<file path="src/rtl/ov_7670_pkg.sv">
// Shared state encoding, default timing and width helpers for the OV7670 emulator.
// Optional build macro used by the top level: OV_7670_EMU_PATTERN_EN.
package ov_7670_pkg;

    typedef enum logic [2:0] {
        IDLE,
        VSYNC,
        VBACK,
        ACTIVE,
        VFRONT
    } state_e;

    localparam int unsigned DEF_H_ACTIVE    = 640;
    localparam int unsigned DEF_V_ACTIVE    = 480;
    localparam int unsigned DEF_H_BLANK     = 144;
    localparam int unsigned DEF_VSYNC_LINES = 3;
    localparam int unsigned DEF_V_BACK      = 17;
    localparam int unsigned DEF_V_FRONT     = 10;
    localparam int unsigned DEF_ADDR_W      = 19;

    localparam int unsigned BYTES_PER_PIXEL = 2;

    function automatic int unsigned cnt_width(input int unsigned n);
        return (n < 2) ? 1 : $clog2(n);
    endfunction

    function automatic int unsigned max4(input int unsigned a, input int unsigned b,
                                         input int unsigned c, input int unsigned d);
        int unsigned m;
        m = a;
        if (b > m) m = b;
        if (c > m) m = c;
        if (d > m) m = d;
        return m;
    endfunction

endpackage

</file>
<file path="src/rtl/ov_7670_timing_gen.sv">
// Line/frame sequencer: h and line counters plus the frame FSM.
// All outputs describe the upcoming cycle, so the top can register them and stay aligned.
module ov_7670_timing_gen
    import ov_7670_pkg::*;
#(
    parameter int unsigned H_ACTIVE    = DEF_H_ACTIVE,
    parameter int unsigned V_ACTIVE    = DEF_V_ACTIVE,
    parameter int unsigned H_BLANK     = DEF_H_BLANK,
    parameter int unsigned VSYNC_LINES = DEF_VSYNC_LINES,
    parameter int unsigned V_BACK      = DEF_V_BACK,
    parameter int unsigned V_FRONT     = DEF_V_FRONT,
    parameter int unsigned H_W         = cnt_width(BYTES_PER_PIXEL * H_ACTIVE + H_BLANK),
    parameter int unsigned L_W         = cnt_width(max4(VSYNC_LINES, V_BACK, V_ACTIVE, V_FRONT))
) (
    input  logic           pclk,
    input  logic           rst_n,
    input  logic           enable,
    output state_e         state,
    output logic [H_W-1:0] h,
    output logic [L_W-1:0] active_line,
    output logic           fetch,
    output logic           frame_end
);

    localparam int unsigned LINE_TOTAL = BYTES_PER_PIXEL * H_ACTIVE + H_BLANK;
    localparam logic [H_W-1:0] H_LAST       = H_W'(LINE_TOTAL - 1);
    localparam logic [H_W-1:0] H_PRE        = H_W'(LINE_TOTAL - 2);
    localparam logic [H_W-1:0] H_LAST_FETCH = H_W'(BYTES_PER_PIXEL * H_ACTIVE - 4);

    state_e         state_q, state_n;
    logic [H_W-1:0] h_q, h_n;
    logic [L_W-1:0] line_q, line_n, lines_m1;

    always_ff @(posedge pclk or negedge rst_n) begin
        if (!rst_n) begin
            state_q <= IDLE;
            h_q     <= '0;
            line_q  <= '0;
        end else begin
            state_q <= state_n;
            h_q     <= h_n;
            line_q  <= line_n;
        end
    end

    always_comb begin
        state_n  = state_q;
        h_n      = '0;
        line_n   = '0;
        lines_m1 = '0;
        unique case (state_q)
            VSYNC:   lines_m1 = L_W'(VSYNC_LINES - 1);
            VBACK:   lines_m1 = L_W'(V_BACK - 1);
            ACTIVE:  lines_m1 = L_W'(V_ACTIVE - 1);
            VFRONT:  lines_m1 = L_W'(V_FRONT - 1);
            default: lines_m1 = '0;
        endcase

        if (state_q == IDLE) begin
            if (enable) state_n = VSYNC;
        end else if (h_q != H_LAST) begin
            h_n    = h_q + 1'b1;
            line_n = line_q;
        end else if (line_q != lines_m1) begin
            line_n = line_q + 1'b1;
        end else begin
            unique case (state_q)
                VSYNC:   state_n = VBACK;
                VBACK:   state_n = ACTIVE;
                ACTIVE:  state_n = VFRONT;
                VFRONT:  state_n = enable ? VSYNC : IDLE;
                default: state_n = IDLE;
            endcase
        end
    end

    // A fetch leads its high byte by two cycles, so line-start fetches land in the previous line's tail.
    always_comb begin
        state       = state_n;
        h           = h_n;
        active_line = line_n;
        fetch       = 1'b0;
        if (state_n == ACTIVE && !h_n[0] && h_n <= H_LAST_FETCH) begin
            fetch = 1'b1;
        end else if (h_n == H_PRE) begin
            if ((state_n == ACTIVE && line_n != L_W'(V_ACTIVE - 1)) ||
                (state_n == VBACK  && line_n == L_W'(V_BACK - 1)))
                fetch = 1'b1;
        end
        frame_end = (state_n == VFRONT) && (line_n == L_W'(V_FRONT - 1)) && (h_n == H_LAST);
    end

endmodule

</file>
<file path="src/rtl/ov_7670_emulator.sv">
// OV7670-style vsync/href/byte stream sourced from a frame-buffer read port.
// Define OV_7670_EMU_PATTERN_EN to replace memory pixels with a {line, column} test pattern.
module ov_7670_emulator
    import ov_7670_pkg::*;
#(
    parameter int unsigned H_ACTIVE    = DEF_H_ACTIVE,
    parameter int unsigned V_ACTIVE    = DEF_V_ACTIVE,
    parameter int unsigned H_BLANK     = DEF_H_BLANK,
    parameter int unsigned VSYNC_LINES = DEF_VSYNC_LINES,
    parameter int unsigned V_BACK      = DEF_V_BACK,
    parameter int unsigned V_FRONT     = DEF_V_FRONT,
    parameter int unsigned ADDR_W      = DEF_ADDR_W
) (
    input  logic              pclk,
    input  logic              rst_n,
    input  logic              enable,
    output logic              rd_en,
    output logic [ADDR_W-1:0] rd_addr,
    input  logic [15:0]       rd_data,
    output logic              vsync,
    output logic              href,
    output logic [7:0]        data,
    output logic              frame_done
);

    localparam int unsigned LINE_TOTAL = BYTES_PER_PIXEL * H_ACTIVE + H_BLANK;
    localparam int unsigned H_W        = cnt_width(LINE_TOTAL);
    localparam int unsigned L_W        = cnt_width(max4(VSYNC_LINES, V_BACK, V_ACTIVE, V_FRONT));
    localparam logic [H_W-1:0] HREF_END = H_W'(BYTES_PER_PIXEL * H_ACTIVE);

    state_e         state;
    logic [H_W-1:0] h;
    logic [L_W-1:0] active_line;
    logic           fetch;
    logic           frame_end;
    logic           href_n;
    logic           frame_start;
    logic [15:0]    pixel;
    logic [7:0]     lo_q;

    ov_7670_timing_gen #(
        .H_ACTIVE    (H_ACTIVE),
        .V_ACTIVE    (V_ACTIVE),
        .H_BLANK     (H_BLANK),
        .VSYNC_LINES (VSYNC_LINES),
        .V_BACK      (V_BACK),
        .V_FRONT     (V_FRONT),
        .H_W         (H_W),
        .L_W         (L_W)
    ) u_timing (
        .pclk        (pclk),
        .rst_n       (rst_n),
        .enable      (enable),
        .state       (state),
        .h           (h),
        .active_line (active_line),
        .fetch       (fetch),
        .frame_end   (frame_end)
    );

    assign href_n      = (state == ACTIVE) && (h < HREF_END);
    assign frame_start = (state == VSYNC) && (h == '0) && (active_line == '0);

`ifdef OV_7670_EMU_PATTERN_EN
    localparam logic MEM_MODE = 1'b0;
    logic [15:0] line_ext, col_ext;

    always_comb begin
        line_ext = 16'(active_line);
        col_ext  = 16'(h >> 1);
        pixel    = {line_ext[7:0], col_ext[7:0]};
    end
`else
    localparam logic MEM_MODE = 1'b1;

    // rd_data is valid exactly in the cycle that loads the high byte.
    assign pixel = rd_data;
`endif

    always_ff @(posedge pclk or negedge rst_n) begin
        if (!rst_n) begin
            rd_en      <= 1'b0;
            rd_addr    <= '0;
            vsync      <= 1'b0;
            href       <= 1'b0;
            data       <= '0;
            lo_q       <= '0;
            frame_done <= 1'b0;
        end else begin
            rd_en      <= fetch && MEM_MODE;
            vsync      <= (state == VSYNC);
            href       <= href_n;
            frame_done <= frame_end;

            if (state == IDLE || frame_start)
                rd_addr <= '0;
            else if (rd_en)
                rd_addr <= rd_addr + 1'b1;

            if (href_n) begin
                if (!h[0]) begin
                    data <= pixel[15:8];
                    lo_q <= pixel[7:0];
                end else begin
                    data <= lo_q;
                end
            end else begin
                data <= '0;
            end
        end
    end

endmodule

</file>
<file path="config.mk">
export PLATFORM = sky130hd
export DESIGN_NAME = ov_7670_emulator
export DESIGN_NICKNAME = d
export VERILOG_FILES = /design/src/rtl/ov_7670_pkg.sv /design/src/rtl/ov_7670_timing_gen.sv /design/src/rtl/ov_7670_emulator.sv
export SDC_FILE = /design/constraint.sdc
export NUM_CORES = 1
export LEC_CHECK = 0
export ABC_AREA = 1
export BUFFER_PORTS_ARGS = -buffer_cell sky130_fd_sc_hd__buf_2
export CORE_AREA = 10 10 117 119
export DETAILED_ROUTE_END_ITERATION = 12
export DIE_AREA = 0 0 127 129
export GPL_TIMING_DRIVEN = 0
export SYNTH_ARGS = -nofsm -noshare
export SYNTH_HDL_FRONTEND = slang
export SYNTH_SLANG_ARGS = --single-unit
</file>
<file path="constraint.sdc">
create_clock -name pclk -period 3.5 [get_ports pclk]
set_input_delay 0.175 -clock pclk [delete_from_list [all_inputs] [get_ports pclk]]
set_output_delay 0.175 -clock pclk [all_outputs]
set_load 0.01 [all_outputs]
</file>
==> results.ini, run 1 <==
[global_route]
grt_overflow = 0
antenna_found_initial = 0
grt_pass1_vias = 3524
grt_pass1_wl_mm = 16.4
grt_usage_pct = 12.0
grt_max_degree = 63

[die]
core_um2 = 11300
die_h_um = 129
ios = 50
initial_utilization_pct = 34.2
die-area_um2 = 16400
num_rows = 39
dieWidth_um = 127

[sta]
setup_ws_ps = 949
timing.fmax_mhz = 392
setup_viol = 0
fin_crit_sh_pct = 72.9
skew_ps = 7.04
tightestPinTransition_ps = 790
finalWorstPathRequiredPeriod_ps = 2550
rsz0062_at_grt = no
setup_tns_ps = 0
holdWs_ps = 75.0
drv_slew = 0
finalHoldViolations = 0
slew_headroom_pct = 47.3

[worst_setup_path]
path_class = flop to flop
startpoint_type = flop
worstPathMaxFanout = 10
worst_ep_required_time_ps = 3710
r2r_start = u_timing.h_q[0]
end_kind = flop
startpoint = u_timing.h_q[0]
arrival_ps = 2760

[power_and_ir_drop]
finalPower_mw = 1.61
total_leakage_power_nw = 2.44
p_per_area_nw_per_um2 = 350
peakVddDrop_v = 0.000202

[synth]
ys_ff_latch = 62
synth_fa_ha_area_share_pct = 0.969
synth_area_per_cell_um2 = 7.65
synth_warnings = 0
synth_largest_area_cell = dfrtp_1
synth_compound_area_share_pct = 8.34
syn_inst = 506
syn_area_um2 = 3870
synth-xor-area-share_pct = 4.07
synth_top_area_share_pct = 40.1
muxShareOfSynthArea_pct = 0.258
yosys.area_share.simple_pct = 37.1
ys_types = 36
ys_seq_area_share_pct = 40.1
syn_nets = 528
synth_top_family_by_area = simple AND/OR/NAND/NOR gates
synthTopCellsByArea = dfrtp_1 (40%), nand2_1 (13%), inv_1 (6.5%)

[routing]
firstDrtPassIters = 4
wl_mm = 9.65
drc = 0
ant_nets = 0
post_drt_wl_per_cell_um = 13.5
vias = 3390
dr.first_iter.drc_count = 181
vias_per_cell = 4.75

[cells_and_area]
num_antenna_cells = 0
final_cell_mix = nand2_1 (135), inv_1 (67), dfrtp_1 (62)
final_cells = 714
nNetsFinal = 589
syn_to_final_growth_pct = 18.9
drive_above_1_share_pct = 21.5
final_common_cell = nand2_1
fin_util_pct = 40.7
final_area_um2 = 4600

[place]
hpwlAfterDp_mm = 7.37
io_buffer_count = 49
placed_area_um2 = 4300
gp_congestion = 0.907
dpl_worst_slack_ps = 980
post-place-cells = 698

[clocking]
root_buffer = clkbuf_16
postCtsSetupRepairBufs = 0
clk_latency_ps = 330
clk_path_buf_depth = 2
clock-sinks = 62
cts_buffers = 9
htreeDepth = 3
path_clk_slew_ps = 60
cts_tree = done

[status]
status = finished, final reports clean

[min_path]
hold_start = rd_data[4]
hold_path.class = primary input to flop

[flow_run]
cap_violations = 0

-- Yosys cell counts (all sizes together) --
master	count
buf	7
nor2	59
dfrtp	62
inv	74
nand3	50
clkbuf	1
clkinv	1
ha	3
nor4	4
nand2	146
a21oi	30
o21ai	9
nand3b	1
nor3	14
xnor2	6
xor2	12
o21bai	10
mux2i	1
nand4	16
-- power by group --
group | internal (mW) | total [mW] | switching (mW)
combinational | 0.00924 | 0.0276 | 0.0183
sequential | 0.717 | 0.717 | 0
clock | 0.552 | 0.868 | 0.316
total | 1.28 | 1.61 | 0.334
-- critical path, cell delays in order (launching register included) --
cell and delay (ps):
dfrtp_1 460, ha_1 270, nand2_2 110, nor2_8 160
nand3_2 200, nand3_2 250, nand2_1 100, nor2_1 120
nand3_1 100, nor2_1 180, nand3_2 120, nand2_4 150
buf_12 160, a21oi_2 50
-- routing by layer --
layer,up-vias,global-route usage [%],part of all wire [%]
met3,6,3.00,4.2
met2,58,20.6,49
li1,1738,-,-
met4,0,4.55,1.2
met5,-,0,0
met1,1588,14.1,45
-- what timing repair did --
item / in CTS / in global routing
gates resized for setup: 0 / 0
setup endpoints to repair: 0 / 0
hold endpoints to repair: 62 / 0
hold buffers: 1 / 0
-- area by class of cell --
class	count	area, um2
Sequential cell	62	1550
Multi-Input combinational cell	361	1970
Clock inverter	2	15.0
Clock buffer	13	280
Buffer	8	71.3
Tap cell	143	179
Timing Repair Buffer	50	258
Inverter	75	284
Fill cell	1182	6720
-- flip-flops by register name, indices dropped and copies added (netlist names) --
name	flops
vsync	1
href	1
u_timing.state_q	3
lo_q	8
frame_done	1
rd_addr	19
rd_en	1
u_timing.line_q	9
data	8
u_timing.h_q	11
-- worst paths after layout --
| check | to | slack [ps] | cells past startpoint |
|---|---|---|---|
| setup / recovery | rd_addr[16] | 950 | 13 |
| setup reg to reg | rd_addr[16] | 950 | 13 |
| hold / removal | lo_q[4] | 70 | 3 |
| hold reg to reg | data[7] | 530 | 2 |
| max in group asynchronous | data[3] | 2500 | 2 |
| min in group asynchronous | u_timing.h_q[3] | 490 | 2 |
-- cells by family (layout without fill, tap and decap cells) --
logic type | count (synthesis) | in the layout
buf+inv | 83 | 148
xor+xnor | 18 | 18
compound gates | 49 | 49
fa+ha+maj | 3 | 3
flops | 62 | 62
mux | 1 | 1
simple gates | 290 | 290
Power figures use the tool's default switching activity.
==> inputs of run 2 (changes only) <==
- clock period: 3.5 -> 2.12 ns (I/O delays scaled with it)
==> run 2 against run 1 <==
  * The run now ends with setup timing left
  * Highest routed layer unchanged
  * Non-clock buffer count grew 13
  * Critical path depth is 1 higher
  * Via count increased by 5.0%
  * Sequential share of layout area is 2.4 points lower
  * First-iteration DRC count is 14% lower
  * Register-to-register slack got worse by 1100 ps
  * Global-route usage up 0.57 points
  * Wire length up 6.4%
  * Combinational power is 67% higher
==> results.ini, run 2 (same netlist as run 1, synthesis figures left out) <==
[worst_setup_path]
path_delay_family = simple AND/OR/NAND/NOR gates
r2r_cells = 14  ; +1
worst_ep_required_time_ps = 2330  ; -1380 ps
cp_cell_sequence = ha_4 -> nand2_4 -> nor2_8 -> buf_12 -> nand3_4 -> nand4_1 -> nand2_1 -> nor2_1 -> nand3_1 -> nor2_2 -> nand3_2 -> nand2_4 -> buf_12 -> a21oi_2
critPathMaxStageDelay_ps = 400  ; -60 ps
startpoint_type = flop
cp.depth = 14  ; +1
arrival_ps = 2460  ; -300 ps
slowest_stage = dfrtp_1
worstPathMaxFanout = 10  ; unchanged
r2r_slack_ps = -130  ; -1080 ps
end_kind = flop
critical_path_buf_inv_count = 2  ; +1
path_class = flop to flop

[clocking]
htreeDepth = 3  ; unchanged
root_buffer = clkbuf_16
cts_tree = done
clock-sinks = 62  ; unchanged
path_clk_slew_ps = 60  ; about the same
cts_buffers = 9  ; unchanged
clk_latency_ps = 330  ; about the same
clk_path_buf_depth = 2  ; unchanged

[routing]
drc = 0  ; unchanged
ant_nets = 0  ; unchanged
dr.first_iter.drc_count = 155  ; -14%
wl_mm = 10.3  ; +6.4%
vias_per_cell = 4.89  ; +3.0%
post_drt_wl_per_cell_um = 14.1  ; +4.4%
firstDrtPassIters = 4  ; unchanged
vias = 3561  ; +5.0%

[cells_and_area]
syn_to_final_growth_pct = 28.3
final_cells = 728  ; +2.0%
drive_above_1_share_pct = 29.1  ; +7.5 points
largest_register_ffs = 19  ; unchanged
final_cell_mix = nand2_1 (126), inv_1 (67), dfrtp_1 (59)
top_register = rd_addr
final_common_cell = nand2_1
nNetsFinal = 603  ; +2.4%
num_antenna_cells = 0  ; unchanged
top_regs = rd_addr: 19 flops, u_timing.h_q: 11 flops, u_timing.line_q: 9 flops
final_area_um2 = 4970  ; +7.9%

[sta]
timing.fmax_mhz = 445  ; +13%
skew_ps = 6.44  ; -0.609 ps
finalWorstPathRequiredPeriod_ps = 2250  ; -302 ps
drv_slew = 0  ; unchanged
setup_tns_ps = -2430  ; -2430 ps
tightestPinTransition_ps = 825  ; +34.7 ps
setup_viol = 27  ; +27
fin_crit_sh_pct = 106  ; +33 points
slew_headroom_pct = 45.0  ; -2.3 points
setup_ws_ps = -128  ; -1080 ps
rsz0062_at_grt = yes
finalHoldViolations = 0  ; unchanged

[place]
hpwlAfterDp_mm = 7.37  ; unchanged
post-place-cells = 698  ; unchanged
placed_area_um2 = 4300  ; unchanged
gp_congestion = 0.907  ; unchanged
io_buffer_count = 49  ; unchanged

[status]
violations = setup timing
status = finished, violations left

[flow_run]
cap_violations = 0  ; unchanged

[die]
num_rows = 39  ; unchanged
die_h_um = 129  ; unchanged
dieWidth_um = 127  ; unchanged
core_um2 = 11300  ; unchanged
die-area_um2 = 16400  ; unchanged
ios = 50  ; unchanged
initial_utilization_pct = 34.2  ; unchanged

[min_path]
hold_path.class = primary input to flop
hold_depth = 3  ; unchanged

[power_and_ir_drop]
finalPower_mw = 2.67  ; +65%
p_per_area_nw_per_um2 = 537  ; +53%
total_leakage_power_nw = 2.58  ; +5.5%
peakVddDrop_v = 0.000339  ; +68%

[global_route]
grt_usage_pct = 12.6  ; +0.57 points
antenna_found_initial = 0  ; unchanged
grt_max_degree = 63  ; unchanged
grt_pass1_vias = 3642  ; +3.3%
grt_overflow = 0  ; unchanged
grt_pass1_wl_mm = 17.2  ; +4.4%

[run 2: worst min-delay path, cell delays in order]
cell and delay [ps]:
buf_2 80, nand3_1 60, nand2_1 60
[run 2: metal layers]
metal	GRT usage (%)	vias to the layer above	share of wire, %
li1	-	1764	-
met1	14.8	1711	43
met2	21.7	73	51
met3	3.45	13	4.5
met4	4.15	0	1.6
met5	0	-	0
[run 2: layout make-up]
class / instances / area, um2
Clock buffer: 13 / 280
Inverter: 75 / 284
Sequential cell: 62 / 1560
Multi-Input combinational cell: 362 / 2160
Clock inverter: 2 / 15.0
Buffer: 8 / 75.1
Tap cell: 143 / 179
Fill cell: 1138 / 6350
Timing Repair Buffer: 63 / 422
[run 2: worst paths after layout]
check                                start             endpoint
min in group asynchronous            rst_n              lo_q[0]
max in group asynchronous            rst_n  u_timing.state_q[1]
max                        u_timing.h_q[1]          rd_addr[16]
min                             rd_data[4]              lo_q[4]
min reg2reg                        lo_q[7]              data[7]
max reg2reg                u_timing.h_q[1]          rd_addr[16]
[run 2: repair_timing]
action / CTS / global route
setup endpoints to repair: 38 / 37
hold buffers: 1 / 0
hold endpoints to repair: 62 / 0
cloned: 2 / 0
buffers inserted: 8 / 4
pin swaps: 13 / 3
gates resized for setup: 27 / 22
[run 2: power by group]
part           internal [mW]  switching, mW  total, mW
Sequential              1.18              0       1.18
Combinational         0.0152         0.0309     0.0462
Clock                  0.912          0.523       1.43
Total                   2.11          0.554       2.67
[run 2: through the flow]
| stage | hold slack (ps) | util [%] | setup WS (ps) |
|---|---|---|---|
| 6_report | 5.61 | 43.9 | -128 |
| 5_1_grt | 18.6 | 43.9 | -291 |
| 4_1_cts | 0.995 | 42.7 | -136 |
| 3_5_place_dp | 260 | 38.0 | -400 |
| 3_3_place_gp | 339 | 38.0 | -351 |
| 2_1_floorplan | -190 | - | 7.32 |
==> inputs of run 3 (changes only) <==
- CORE_AREA: 10 10 117 119 -> 10 10 136 138
- DIE_AREA: 0 0 127 129 -> 0 0 146 148
==> run 3 against run 2 <==
  * The run still ends with setup timing left
  * Power fell by 2.1%
  * Fmax rose by 2.2%
  * Global-route usage is 3.0 points lower
  * Utilization is 11 points lower
  * Hold slack worse by 3.2 ps
  * Sequential share of layout area is 1.1 points lower
  * Die area rose by 32%
  * Largest power group unchanged
==> results.ini, run 3 (same netlist as run 1, synthesis figures left out) <==
[power_and_ir_drop]
p_clk_share_pct = 52.7  ; -1.1 points
p_per_area_nw_per_um2 = 506  ; -5.8%
power.internal_mw = 2.05  ; -3.1%
total_leakage_power_nw = 2.61  ; +1.2%
finalPower_mw = 2.61  ; -2.1%
pwr-share-seq_pct = 45.4  ; +1.0 points
peakVddDrop_v = 0.000380  ; +12%
p_sw_uw = 563  ; +1.6%
switching_share_pct = 21.6  ; +0.79 points
p_comb_share_pct = 1.9  ; +0.2 points

[worst_setup_path]
path_class = flop to flop
r2r_start = u_timing.h_q[0]
worst_ep_required_time_ps = 2340  ; about the same
startpoint_type = flop
arrival_ps = 2420  ; -40 ps
worstPathMaxFanout = 10  ; unchanged
r2r_cells = 13  ; -1
end_kind = flop
r2r_slack_ps = -80  ; +50 ps
r2r-end = rd_addr[15]

[cells_and_area]
regArea_um2 = 1560  ; +0.16%
top_regs = rd_addr: 19 flops, u_timing.h_q: 11 flops, u_timing.line_q: 9 flops
fin_util_pct = 32.8  ; -11 points
top_register = rd_addr
largest_register_ffs = 19  ; unchanged
multi_input_area_um2 = 2240  ; +3.8%
fill_cells = 1629  ; +43%
num_antenna_cells = 0  ; unchanged
drive_above_1_share_pct = 32.8  ; +3.8 points
final_common_cell = nand2_1
final_cells = 810  ; +11%
final_area_um2 = 5160  ; +3.9%
nNetsFinal = 612  ; +1.5%
syn_to_final_growth_pct = 33.2
final_cell_mix = nand2_1 (122), inv_1 (64), dfrtp_1 (57)

[sta]
tightestPinTransition_ps = 808  ; -17.1 ps
finalHoldViolations = 0  ; unchanged
setup_tns_ps = -1470  ; +965 ps
skew_ps = 8.48  ; +2.05 ps
finalWorstPathRequiredPeriod_ps = 2200  ; -47.4 ps
slew_headroom_pct = 46.1  ; +1.1 points
fin_crit_sh_pct = 104  ; -2.2 points
setup_ws_ps = -80.8  ; +47.4 ps
rsz0062_at_grt = yes
drv_slew = 0  ; unchanged
timing.fmax_mhz = 454  ; +2.2%
setup_viol = 22  ; -19%
holdWs_ps = 2.39  ; -3.22 ps

[routing]
vias_per_cell = 4.35  ; -11%
wl_mm = 10.5  ; +2.0%
dr.first_iter.drc_count = 171  ; +10%
post_drt_wl_per_cell_um = 12.9  ; -8.4%
firstDrtPassIters = 4  ; unchanged
ant_nets = 0  ; unchanged
vias = 3522  ; -1.1%
drc = 0  ; unchanged

[clocking]
cts_buffers = 9  ; unchanged
htreeDepth = 3  ; unchanged
path_clk_slew_ps = 60  ; about the same
cts_tree = done
root_buffer = clkbuf_16
clock-sinks = 62  ; unchanged
clk_path_buf_depth = 2  ; unchanged
clk_latency_ps = 330  ; about the same

[global_route]
grt_pass1_vias = 3574  ; -1.9%
grt_max_degree = 63  ; unchanged
use_met1_pct = 11.9  ; -2.9 points
antenna_found_initial = 0  ; unchanged
grt-busiest-layer = met2
gr-usage-met2_pct = 16.0  ; -5.6 points
use_met3_pct = 2.59  ; -0.86 points
grt_usage_pct = 9.56  ; -3.0 points
grt_pass1_wl_mm = 17.2  ; about the same
grt_overflow = 0  ; unchanged

[min_path]
hold_depth = 3  ; unchanged
min_to = lo_q[0]
hold_start = rd_data[0]
hold_path.class = primary input to flop

[die]
dieWidth_um = 146  ; +15%
ios = 50  ; unchanged
num_rows = 46  ; +18%
die-area_um2 = 21600  ; +32%
core_um2 = 15700  ; +39%
die_h_um = 148  ; +15%
initial_utilization_pct = 24.6  ; -9.6 points

[place]
hpwlAfterDp_mm = 7.55  ; +2.4%
dpl_worst_slack_ps = -377  ; +22.7 ps
post-place-cells = 771  ; +10%
gp_congestion = 0.855  ; -5.8%
placed_area_um2 = 4390  ; +2.1%
io_buffer_count = 49  ; unchanged

[status]
status = finished, violations left
violations = setup timing

[flow_run]
cap_violations = 0  ; unchanged

-- run 3: cell types whose count changed in the layout (fill, tap and decap cells not counted), sizes merged --
cell / delta
buf: +8
dlygate4sd3: +1
clkinv: +1
nor2: +1
bufbuf: -1
clkbuf: -1
-- run 3: how the worst max path moves through the flow --
| stage | depth (start not counted) | end | from |
|---|---|---|---|
| finish | 13 | rd_addr[15] | u_timing.h_q[0] |
| global route | 13 | rd_addr[18] | u_timing.h_q[0] |
| CTS | 13 | rd_addr[15] | u_timing.h_q[1] |
| floorplan | 13 | rd_addr[15] | u_timing.h_q[0] |
| global placement | 13 | rd_addr[18] | u_timing.h_q[0] |
| detailed placement | 13 | rd_addr[13] | u_timing.h_q[0] |
-- run 3: area by class of cell --
cell class                      count  area share [%]
Clock inverter                      3           0.388
Sequential cell                    62            30.2
Tap cell                          216            5.24
Clock buffer                       12            4.97
Buffer                              8            1.55
Inverter                           75            5.53
Multi-Input combinational cell    363            43.4
Timing Repair Buffer               71            8.73
-- run 3: per-layer routing --
layer  vias to the layer above  routed length [um]
met4                         0                 126
met1                      1656                4880
met5                         -                   0
li1                       1791                   -
met3                        11                 429
met2                        64                5040
-- run 3: power by group through the flow --
stage	logic, mW	registers [mW]	clock network (mW)
after global routing	0.0576	1.18	1.46
after detailed placement	0.0480	1.20	0
final	0.0490	1.18	1.38
after floorplan	0.00362	1.21	0
after CTS	0.0513	1.18	1.41
after global placement	0.0466	1.21	0
-- run 3: timing repair --
item	CTS	global route
resized for setup	31	46
hold buffers	2	0
hold endpoints to repair	63	0
cloned	2	1
setup endpoints to repair	38	39
buffers inserted	11	8
pin swaps	24	17
-- run 3: worst max-delay path, cell delays in order (launching register included) --
cell	delay, ps
dfrtp_2	390
ha_4	160
nand2_4	70
nor2_8	170
nand3_4	150
nor2_8	160
nand4_4	200
nand2_2	150
nand3_2	80
nor2_4	120
nand3_2	100
nand2_4	110
buf_12	140
a21oi_2	50
